`src/rtl/render_pkg.sv`:
```
// rtl/render_pkg.sv - shared types and helpers for the frame renderer
package render_pkg;

    localparam int OBJ_COORD_W = 10;

    typedef struct packed {
        logic [3:0] r;
        logic [3:0] g;
        logic [3:0] b;
    } pixel_t;

    localparam pixel_t BG_DEFAULT = 12'h000;

    typedef struct packed {
        logic                   en;
        logic [OBJ_COORD_W-1:0] x;
        logic [OBJ_COORD_W-1:0] y;
        logic [OBJ_COORD_W-1:0] w;
        logic [OBJ_COORD_W-1:0] h;
        pixel_t                 color;
    } obj_t;

    typedef enum logic [1:0] {
        LATCH     = 2'd0,
        RENDER    = 2'd1,
        WAIT_SWAP = 2'd2
    } render_state_t;

    // Counter increment that sticks at 255 instead of wrapping.
    function automatic logic [7:0] sat_inc8(input logic [7:0] v);
        return (v == 8'hFF) ? v : v + 8'd1;
    endfunction

endpackage

```
`src/rtl/obj_hit_test.sv`:
```
// rtl/obj_hit_test.sv - combinational rectangle hit test with highest-index priority
module obj_hit_test
    import render_pkg::*;
#(
    parameter int NUM_OBJ = 8,
    parameter int COORD_W = 10
) (
    input  logic [COORD_W-1:0] x_i,
    input  logic [COORD_W-1:0] y_i,
    input  obj_t               objs_i [NUM_OBJ],
    output logic               hit_o,
    output pixel_t             color_o
);

    // Ascending scan so a later (higher-index) hit overrides earlier ones;
    // right/bottom edges are summed one bit wider so they never wrap.
    always_comb begin
        hit_o   = 1'b0;
        color_o = BG_DEFAULT;
        for (int i = 0; i < NUM_OBJ; i++) begin
            if (objs_i[i].en &&
                (x_i >= objs_i[i].x) &&
                ({1'b0, x_i} < ({1'b0, objs_i[i].x} + {1'b0, objs_i[i].w})) &&
                (y_i >= objs_i[i].y) &&
                ({1'b0, y_i} < ({1'b0, objs_i[i].y} + {1'b0, objs_i[i].h}))) begin
                hit_o   = 1'b1;
                color_o = objs_i[i].color;
            end
        end
    end

endmodule

```
`src/rtl/frame_renderer.sv`:
```
// rtl/frame_renderer.sv - rasterises latched rectangles into the back framebuffer half
module frame_renderer
    import render_pkg::*;
#(
    parameter int FB_W    = 640,
    parameter int FB_H    = 480,
    parameter int NUM_OBJ = 8,
    parameter int COORD_W = 10,
    parameter int ADDR_W  = 19
) (
    input  logic                       clk,
    input  logic                       rst_n,
    input  logic                       refresh,
    input  logic [11:0]                bg_color,
    input  logic [NUM_OBJ-1:0]         obj_en,
    input  logic [NUM_OBJ*COORD_W-1:0] obj_x,
    input  logic [NUM_OBJ*COORD_W-1:0] obj_y,
    input  logic [NUM_OBJ*COORD_W-1:0] obj_w,
    input  logic [NUM_OBJ*COORD_W-1:0] obj_h,
    input  logic [NUM_OBJ*12-1:0]      obj_color,
    output logic                       wr_valid,
    input  logic                       wr_ready,
    output logic                       wr_buf,
    output logic [ADDR_W-1:0]          wr_addr,
    output logic [11:0]                wr_data,
    output logic                       front_buf,
    output logic                       frame_done,
    output logic [7:0]                 drop_count
);

    localparam logic [COORD_W-1:0] X_LAST = COORD_W'(FB_W - 1);
    localparam logic [COORD_W-1:0] Y_LAST = COORD_W'(FB_H - 1);

    render_state_t      state_q;
    obj_t               obj_q [NUM_OBJ];
    pixel_t             bg_q;
    logic [COORD_W-1:0] x_q;
    logic [COORD_W-1:0] y_q;
    logic [ADDR_W-1:0]  addr_cnt_q;
    logic               scan_done_q;
    logic               wr_valid_q;
    logic [ADDR_W-1:0]  wr_addr_q;
    pixel_t             wr_data_q;
    logic               last_q;
    logic               front_buf_q;
    logic [7:0]         drop_q;

    logic               hit;
    pixel_t             hit_color;
    pixel_t             pix_d;
    logic               load;
    logic               final_accept;

    obj_hit_test #(
        .NUM_OBJ (NUM_OBJ),
        .COORD_W (COORD_W)
    ) u_hit (
        .x_i     (x_q),
        .y_i     (y_q),
        .objs_i  (obj_q),
        .hit_o   (hit),
        .color_o (hit_color)
    );

    // Stage-1 refill and end-of-frame detection.
    always_comb begin
        pix_d        = hit ? hit_color : bg_q;
        load         = (state_q == RENDER) && (!wr_valid_q || wr_ready);
        final_accept = wr_valid_q && wr_ready && last_q;
    end

    // Frame FSM, scan counters and registered write stage.
    always_ff @(posedge clk or negedge rst_n) begin
        if (!rst_n) begin
            state_q     <= LATCH;
            for (int i = 0; i < NUM_OBJ; i++) obj_q[i] <= '0;
            bg_q        <= BG_DEFAULT;
            x_q         <= '0;
            y_q         <= '0;
            addr_cnt_q  <= '0;
            scan_done_q <= 1'b0;
            wr_valid_q  <= 1'b0;
            wr_addr_q   <= '0;
            wr_data_q   <= '0;
            last_q      <= 1'b0;
            front_buf_q <= 1'b0;
            drop_q      <= 8'd0;
        end else begin
            case (state_q)
                LATCH: begin
                    for (int i = 0; i < NUM_OBJ; i++) begin
                        obj_q[i].en    <= obj_en[i];
                        obj_q[i].x     <= obj_x[i*COORD_W +: COORD_W];
                        obj_q[i].y     <= obj_y[i*COORD_W +: COORD_W];
                        obj_q[i].w     <= obj_w[i*COORD_W +: COORD_W];
                        obj_q[i].h     <= obj_h[i*COORD_W +: COORD_W];
                        obj_q[i].color <= obj_color[i*12 +: 12];
                    end
                    bg_q        <= bg_color;
                    x_q         <= '0;
                    y_q         <= '0;
                    addr_cnt_q  <= '0;
                    scan_done_q <= 1'b0;
                    wr_valid_q  <= 1'b0;
                    last_q      <= 1'b0;
                    state_q     <= RENDER;
                    if (refresh) drop_q <= sat_inc8(drop_q);
                end
                RENDER: begin
                    if (load) begin
                        if (!scan_done_q) begin
                            wr_valid_q <= 1'b1;
                            wr_addr_q  <= addr_cnt_q;
                            wr_data_q  <= pix_d;
                            last_q     <= (x_q == X_LAST) && (y_q == Y_LAST);
                            addr_cnt_q <= addr_cnt_q + ADDR_W'(1);
                            if (x_q == X_LAST) begin
                                x_q <= '0;
                                if (y_q == Y_LAST) scan_done_q <= 1'b1;
                                else               y_q <= y_q + COORD_W'(1);
                            end else begin
                                x_q <= x_q + COORD_W'(1);
                            end
                        end else begin
                            wr_valid_q <= 1'b0;
                            last_q     <= 1'b0;
                        end
                    end
                    // A refresh landing exactly on the last acceptance still swaps.
                    if (final_accept) begin
                        if (refresh) begin
                            front_buf_q <= ~front_buf_q;
                            state_q     <= LATCH;
                        end else begin
                            state_q     <= WAIT_SWAP;
                        end
                    end else if (refresh) begin
                        drop_q <= sat_inc8(drop_q);
                    end
                end
                WAIT_SWAP: begin
                    wr_valid_q <= 1'b0;
                    if (refresh) begin
                        front_buf_q <= ~front_buf_q;
                        state_q     <= LATCH;
                    end
                end
                default: state_q <= LATCH;
            endcase
        end
    end

    assign wr_valid   = wr_valid_q;
    assign wr_addr    = wr_addr_q;
    assign wr_data    = wr_data_q;
    assign wr_buf     = ~front_buf_q;
    assign front_buf  = front_buf_q;
    assign frame_done = final_accept;
    assign drop_count = drop_q;

endmodule

```
`config.mk`:
```
export PLATFORM = sky130hd
export DESIGN_NAME = frame_renderer
export DESIGN_NICKNAME = d
export VERILOG_FILES = /design/src/rtl/render_pkg.sv /design/src/rtl/obj_hit_test.sv /design/src/rtl/frame_renderer.sv
export SDC_FILE = /design/constraint.sdc
export NUM_CORES = 2
export LEC_CHECK = 0
export ABC_AREA = 1
export CAP_MARGIN = 20
export CORE_MARGIN = 5
export CORE_UTILIZATION = 45
export CTS_CLUSTER_SIZE = 12
export DETAILED_ROUTE_END_ITERATION = 10
export PLACE_DENSITY = 0.7
export REMOVE_ABC_BUFFERS = 1
export SLEW_MARGIN = 20
export SYNTH_ARGS = -nofsm -noshare
export SYNTH_HDL_FRONTEND = slang
export SYNTH_SLANG_ARGS = --single-unit
export TNS_END_PERCENT = 5
```
`constraint.sdc`:
```
create_clock -name clk -period 3.71 [get_ports clk]
set_clock_uncertainty 0.05 [all_clocks]
set_input_delay 0.5565 -clock clk [delete_from_list [all_inputs] [get_ports clk]]
set_output_delay 0.5565 -clock clk [all_outputs]
set_load 0.02 [all_outputs]
```
# Yosys cells after proc, flatten, opt, wreduce, memory -nomap -nowiden
# Index checks and enable logic that the tools add are counted.
dict set report totals {
  inputBits 440
  register_bits 520
}
dict set report op_classes {
  eq_ne 12
  n_reduce_logical 51
  bitwise_logic 2
  muxes 51
  addsub 20
  magnitude_cmp 32
}
# op count
set ops {}
lappend ops {{10-bit by 10-bit adder with 11-bit output} 16}
lappend ops {{10-bit by 11-bit < comparator with 1-bit output} 16}
lappend ops {{10-bit >= comparator} 16}
lappend ops {{12-bit two-way mux} 9}
lappend ops {{10-bit two-way mux} 7}
lappend ops {{10-bit case mux with 2 select lines} 2}
lappend ops {{19-bit two-way mux} 2}
lappend ops {{19-bit case mux with 2 select lines} 1}
lappend ops {{1-bit logical AND} 36}
lappend ops {{8-bit two-way mux} 3}
lappend ops {{10-bit by 1-bit adder with 10-bit output, second input constant} 2}
lappend ops {{19-bit by 1-bit adder with 19-bit output, second input constant} 1}
lappend ops {{1-bit two-way mux} 18}
lappend ops {{8-bit case mux with 2 select lines} 1}
lappend ops {{2-bit inequality test, second input constant} 6}
lappend ops {{10-bit equality test, second input constant} 1}
lappend ops {{10-bit by 9-bit equality test with 1-bit output, second input constant} 1}
lappend ops {{2-bit AND reduction} 5}
lappend ops {{8-bit by 1-bit adder with 8-bit output, second input constant} 1}
lappend ops {{8-bit equality test, second input constant} 1}
lappend ops {{1-bit case mux with 2 select lines} 4}
lappend ops {{2-bit two-way mux} 3}
lappend ops {{2-bit case mux with 3 select lines} 1}
lappend ops {{3-bit AND reduction} 2}
lappend ops {{10 further kinds} 13}

# Depth between registers and ports, before layout
dict set report logic_depth {
  ltp_word 14
  ltp_mapped 29
  mapped_depth_nobuf 29
}

# Modules after synthesis
# From an unflattened synthesis, not the netlist that was laid out.
dict set report hier_totals {
  cells_unflattened 4644
  area_unflattened_um2 35134.9
}
# module n_inst seq_area_each_um2 area_each_um2 cells_each
set modules_own_cells {}
lappend modules_own_cells {frame_renderer 1 13012.5 20398.3 2390}
lappend modules_own_cells {obj_hit_test 1 0.0 14736.6 2254}

# Worst setup path after synthesis
# No wires, ideal clock.
dict set report synth_path {
  kind {register to register}
  from {register obj_q[254] (netlist name)}
  to {register wr_data_q (netlist bit wr_data[0])}
  synth_period_minus_slack_ns 3.628
  n_path_buf 1
  slack_ns 0.082
  t_arrival_ns 3.461
  setup_ns 0.117
  path_stages_with_launch 26
  t_required_ns 3.543
  cell_sequence {dfrtp_1 ha_1 inv_1 fa_1 o21ai_0 a21oi_1 o21ai_0 xnor2_1 ha_1 nand2_1 o21ai_0 nor2_1 o21ai_0 nand2_1 nand2_1 nand2_1 and2_1 nand2_1 nand4_1 nor2_1 nand2_1 inv_2 clkbuf_1 a21oi_1 nand2_1 nand2_1}
}
dict set report synth_via {
  elab_chain_len 11
  elab_cells_between_ends 18
  cone_classes {add/sub (1); order compare (2); mux (11); reduce/logical (4)}
}
# element line
set synth_rtl {}
lappend synth_rtl {{from (decl)} frame_renderer.sv:35} ;# obj_t obj_q [NUM_OBJ];
lappend synth_rtl {{10-bit by 10-bit adder with 11-bit output / 10-bit >= comparator (equally long branches)} {obj_hit_test.sv:23, obj_hit_test.sv:22}}
lappend synth_rtl {{10-bit by 11-bit < comparator with 1-bit output / 1-bit logical AND (equally long branches)} {obj_hit_test.sv:23, obj_hit_test.sv:21}}
lappend synth_rtl {{1-bit logical AND (*)} obj_hit_test.sv:22} ;# (x_i >= objs_i[i].x) &&
lappend synth_rtl {{1-bit logical AND (*)} obj_hit_test.sv:23} ;# ({1'b0, x_i} < ({1'b0, objs_i[i].x} + {1'b0, objs_i[i].w})) &&
lappend synth_rtl {{1-bit logical AND (*)} obj_hit_test.sv:24} ;# (y_i >= objs_i[i].y) &&
lappend synth_rtl {{12-bit two-way mux / 1-bit two-way mux (equally long branches) (5 in a row)} obj_hit_test.sv:21} ;# if (objs_i[i].en &&
lappend synth_rtl {{12-bit two-way mux (*)} frame_renderer.sv:67} ;# pix_d = hit ? hit_color : bg_q;
lappend synth_rtl {{to (signal assigned)} frame_renderer.sv:114} ;# wr_data_q <= pix_d;
lappend synth_rtl {{to (decl)} frame_renderer.sv:43} ;# pixel_t wr_data_q;
# Every way passes the cells marked *; elsewhere a longest branch is shown, timed or not.
# A chain may end at the register's enable or synchronous reset.

# Final worst setup path
dict set report layout_path {
  from {register obj_q[351] (netlist name)}
  to {register wr_data_q (netlist bit wr_data[11])}
}
dict set report layout_via {
  elab_chain_len 11
  elab_cells_between_ends 20
  cone_classes {add/sub (1); order compare (2); mux (15); reduce/logical (2)}
}
# element line
set layout_rtl {}
lappend layout_rtl {{10-bit by 10-bit adder with 11-bit output / 10-bit >= comparator (equally long branches)} {obj_hit_test.sv:25, obj_hit_test.sv:24}}
lappend layout_rtl {{10-bit by 11-bit < comparator with 1-bit output / 1-bit logical AND (equally long branches)} {obj_hit_test.sv:25, obj_hit_test.sv:23}}
lappend layout_rtl {{1-bit logical AND (*)} obj_hit_test.sv:24}
lappend layout_rtl {{12-bit two-way mux / 1-bit two-way mux (equally long branches) (7 in a row)} obj_hit_test.sv:21}
lappend layout_rtl {{12-bit two-way mux (*)} frame_renderer.sv:67}
# Marked as above.

==> results by group <==
Drt
  – Number of remaining DRC errors: 0
  – Antenna Violating Nets Remaining: 0
  – Initial detailed-routing violation count: 1859
  – Post-detailed-routing wire length: 103000 um
  – Average wire per cell in the routed design: around 17 um
  – Routed via count divided by cell count: 5.14
  – First drt pass iteration count: 5
  – Via count: 30400

GRT
  – Number of global-route vias before repair: 30300
  – Combined global-route utilization of all metal layers: 0.246
  – Maximum number of pins on one net before global-route repair: 150
  – Gr ovfl total: 0
  – Number of antenna violations at the first check in global routing: 11
  – First-pass GRT wire length: 162000 um

CTS
  – Buffer depth of the longest clock path: 3
  – CTS root buffer: clkbuf_16
  – Number of buffers inserted during clock tree synthesis: 59
  – Htree depth: 2
  – Clock transition at the register clock pins on the worst setup and hold paths after CTS: 0.06 ns
  – Number of sinks handled by clock tree synthesis: 520
  – Clock tree from TritonCTS: yes
  – Clk Latency, worst-skew pair: 0.63 ns

Worst setup path
  – Critical Path End Type: flop
  – Reg2Reg Capture Point: wr_data[11]$_DFFE_PN0P_
  – Worst Reg2Reg Path Length in Cells: 26
  – Type of element launching the critical path: flop
  – Max Fanout on Critical Path: 12
  – Max stage delay cell, worst path: dfrtp_1
  – CP Class: flop to flop
  – Register-to-register path setup slack: -0.009 ns
  – WP data required: approximately 4.2 ns
  – Startpoint of the most critical register-to-register path: obj_q[351]$_DFFE_PN0P_
  – Kind of cell with the highest combined delay on the critical path: compound AO/OA/AOI/OAI gates
  – Most frequent cell on the critical path: nand2_1
  – CP max stage delay: 0.42 ns
  – Critical path buffers and inverters: 3
  – Critical path arrival: 4.20 ns

Synthesis
  – Cell area after technology mapping: about 34000 um2
  – Adder and majority gate portion of the synthesized area: 0.182
  – Cell type with the largest total area after synthesis: dfrtp_1
  – Sequential-to-total area share from yosys stat: 0.383
  – Count of unique library cells instantiated by Yosys: 44
  – Largest family of logic cells by synthesized area: simple AND/OR/NAND/NOR gates
  – Synthesis Warnings: 0
  – Flops & latches, synth: 520
  – Fraction of the mapped netlist area in compound gates: 0.121
  – Area share of the largest cell type after synthesis: 0.383
  – Synthesized area per cell: a little under 8 um2
  – Proportion of synthesized flip-flops having asynchronous set or reset: 1.00
  – Fraction of synthesized area in multiplexers: 0.000331
  – Most instantiated library cell after synthesis: nand2_1
  – Cell types with the largest area share after synthesis: dfrtp_1 (38%), ha_1 (17%), nand2_1 (15%), inv_1 (5.2%), o21ai_0 (5.0%)
  – EDFF count, synth: 0
  – Post-synth top flop: dfrtp_1
  – Post-Synthesis Cells: 4306
  – Share of synthesized cell area in and, or, nand and nor gates: 0.211
  – XOR/XNOR Fraction of Synth Area: 0.0356
  – Commonest cells post-synth: nand2_1 (1356), dfrtp_1 (520), inv_1 (470), ha_1 (468), o21ai_0 (340)

Timing
  – Worst Setup Slack, final: -0.00927 ns
  – Maximum frequency from static timing analysis: between 200 and 300 MHz
  – Final-layout setup total negative slack: -0.0186 ns
  – RSZ-0062 raised after global routing: yes
  – Final setup fails: 3
  – Worst-margin pin slew: ~0.93 ns
  – Max_slew headroom: 0.380
  – Crit path time final: around 3.7 ns
  – Hold violation count in the final report: 0
  – Ratio of final minimum period to clock period: 1.00
  – Count of final max-slew check failures: 0

Place
  – Count of buffers inserted at the top-level ports: 482
  – Routability Congestion: about 0.91
  – Dpl hpwl: 77700 um
  – Pre-CTS setup slack: -0.296 ns

Power
  – Leakage dissipation: roughly 22 nW
  – Pwr dens: 409 nW/um2
  – Largest vdd supply drop: 0.351 mV

Min path
  – Classification of the worst-slack hold path: input port to flop
  – WHS Path Cells: 3
  – Hold path startpoint: obj_h[50]
  – End point of the most critical hold path: obj_q[118]$_DFFE_PN0P_

Floorplanning
  – Die width: approximately 280 um
  – Overall die area: 81100 um2
  – Placeable core region: 74700 um2
  – Chip Height: between 200 and 300 um
  – Core Rows: 100
  – Ports: 483
  – Starting Density: 0.455

Final layout
  – Footprint of the multi-input gates: 19300 um2
  – Share of cells above drive strength 1: 0.0830
  – Filler cell count: 6685
  – Final net count: 5818
  – Area growth syn-to-layout: 28.5%
  – Sequential standard cell area: around 13000 um2

Outcome
  – Outcome: finished, violations left
  – Failing checks: setup timing

Job
  – Number of max-cap violations: 0
cell type report:
type                    count  share of cell area
diodes                      5            0.000286
well taps                 969              0.0278
repair inverters            3            0.000573
clock buffers              89              0.0403
inverters                 481              0.0419
multi-input cells        3183               0.442
clock inverters            18             0.00484
repair buffers            646               0.145
flip-flops and latches    520               0.298
per-stage QoR:
stage | total power (W) | util | instance area (um2) | instances | hold slack [ns]
finish | 0.0179 | 0.585 | 43700 | 5914 | 0.403
global route | 0.0190 | 0.585 | 43700 | 5911 | 0.388
CTS | 0.0179 | 0.576 | 43000 | 5890 | 0.364
detailed placement | 0.0118 | 0.547 | 40900 | 5779 | 0.416
global placement | 0.0116 | 0.547 | 40900 | 5779 | 0.415
floorplan | 0.00971 | - | 33500 | 4184 | 0.211
registers in the layout, indices dropped and copies added, names as in the netlist:
register and cells:
state_q 2, y_q 10, obj_q 424, addr_cnt_q 19, bg_q 12, drop_count 8
wr_valid 1, x_q 10, last_q 1, scan_done_q 1, wr_addr 19, wr_data 12
front_buf 1
layout by cell type, fill, tap and decap left out, types with 79 or more instances in the layout:
cell | Yosys | routed
o21ai_0 | 340 | 314
inv_1 | 470 | 467
clkdlybuf4s50_1 | 0 | 481
nand2_1 | 1356 | 1339
buf_4 | 0 | 136
nand3_1 | 136 | 117
ha_1 | 468 | 451
xor2_1 | 79 | 79
dfrtp_1 | 520 | 520
a21oi_1 | 319 | 290
nor2_1 | 205 | 198
where the power goes:
part | internal [W] | total, W | switching [W]
sequential | 0.00613 | 0.00649 | 0.000367
clock | 0.00347 | 0.00596 | 0.00249
combinational | 0.00244 | 0.00540 | 0.00296
total | 0.0120 | 0.0179 | 0.00581
layer usage:
layer | vias up | part of all wire | global-route usage
met4 | 10 | 0.024 | 0.0608
met3 | 150 | 0.057 | 0.0414
met1 | 14300 | 0.45 | 0.331
met5 | - | 0.00068 | 0
li1 | 15200 | - | -
met2 | 772 | 0.47 | 0.415
cell families after synthesis:
family	after synthesis
AO/OA/AOI/OAI	766
multiplexers	1
XOR/XNOR	138
flip-flops	520
adder cells (fa/ha/maj)	484
buffers and inverters	603
AND/OR/NAND/NOR	1794
worst reg2reg max path: stages, from the launching register on:
cell and delay [ns]:
dfrtp_1 0.42, ha_4 0.25, a21oi_2 0.12, o21bai_1 0.11, a21oi_1 0.16, o21bai_1 0.11
a21o_1 0.18, a21oi_2 0.19, xor2_1 0.25, ha_1 0.27, nand2_1 0.07, inv_1 0.04
nand2_1 0.05, nand2_1 0.05, nand2_1 0.07, nand2_2 0.07, a21oi_4 0.25, nand2_2 0.14
nand4_1 0.11, nor2_2 0.06, nand2_4 0.16, buf_12 0.14, inv_6 0.05, nor2_1 0.09
nand2_1 0.06, nand2_1 0.06, nand2_1 0.05
repair_timing:
action	CTS	global route
pin swaps	13	67
setup endpoints to repair	12	12
endpoints found under the hold margin	76	0
gates cloned	1	2
hold buffers	1	0
setup buffers	3	17
gates resized for setup	40	127
how the worst max path moves through the flow:
| stage | startpoint | end | depth (start not counted) | slack [ns] |
|---|---|---|---|---|
| final | obj_q[351]$_DFFE_PN0P_ | wr_data[11]$_DFFE_PN0P_ | 26 | -0.009 |
| after global routing | obj_q[413]$_DFFE_PN0P_ | wr_data[9]$_DFFE_PN0P_ | 30 | -0.23 |
| after CTS | obj_q[360]$_DFFE_PN0P_ | wr_data[10]$_DFFE_PN0P_ | 27 | -0.01 |
| after detailed placement | obj_q[22]$_DFFE_PN0P_ | wr_data[4]$_DFFE_PN0P_ | 23 | -0.30 |
| after global placement | obj_q[22]$_DFFE_PN0P_ | wr_data[4]$_DFFE_PN0P_ | 23 | -0.14 |
| after floorplan | state_q[1]$_DFFE_PN0P_ | addr_cnt_q[12]$_DFFE_PN0P_ | 5 | -7.94 |
No activity file was read; power rests on OpenSTA's default activity.
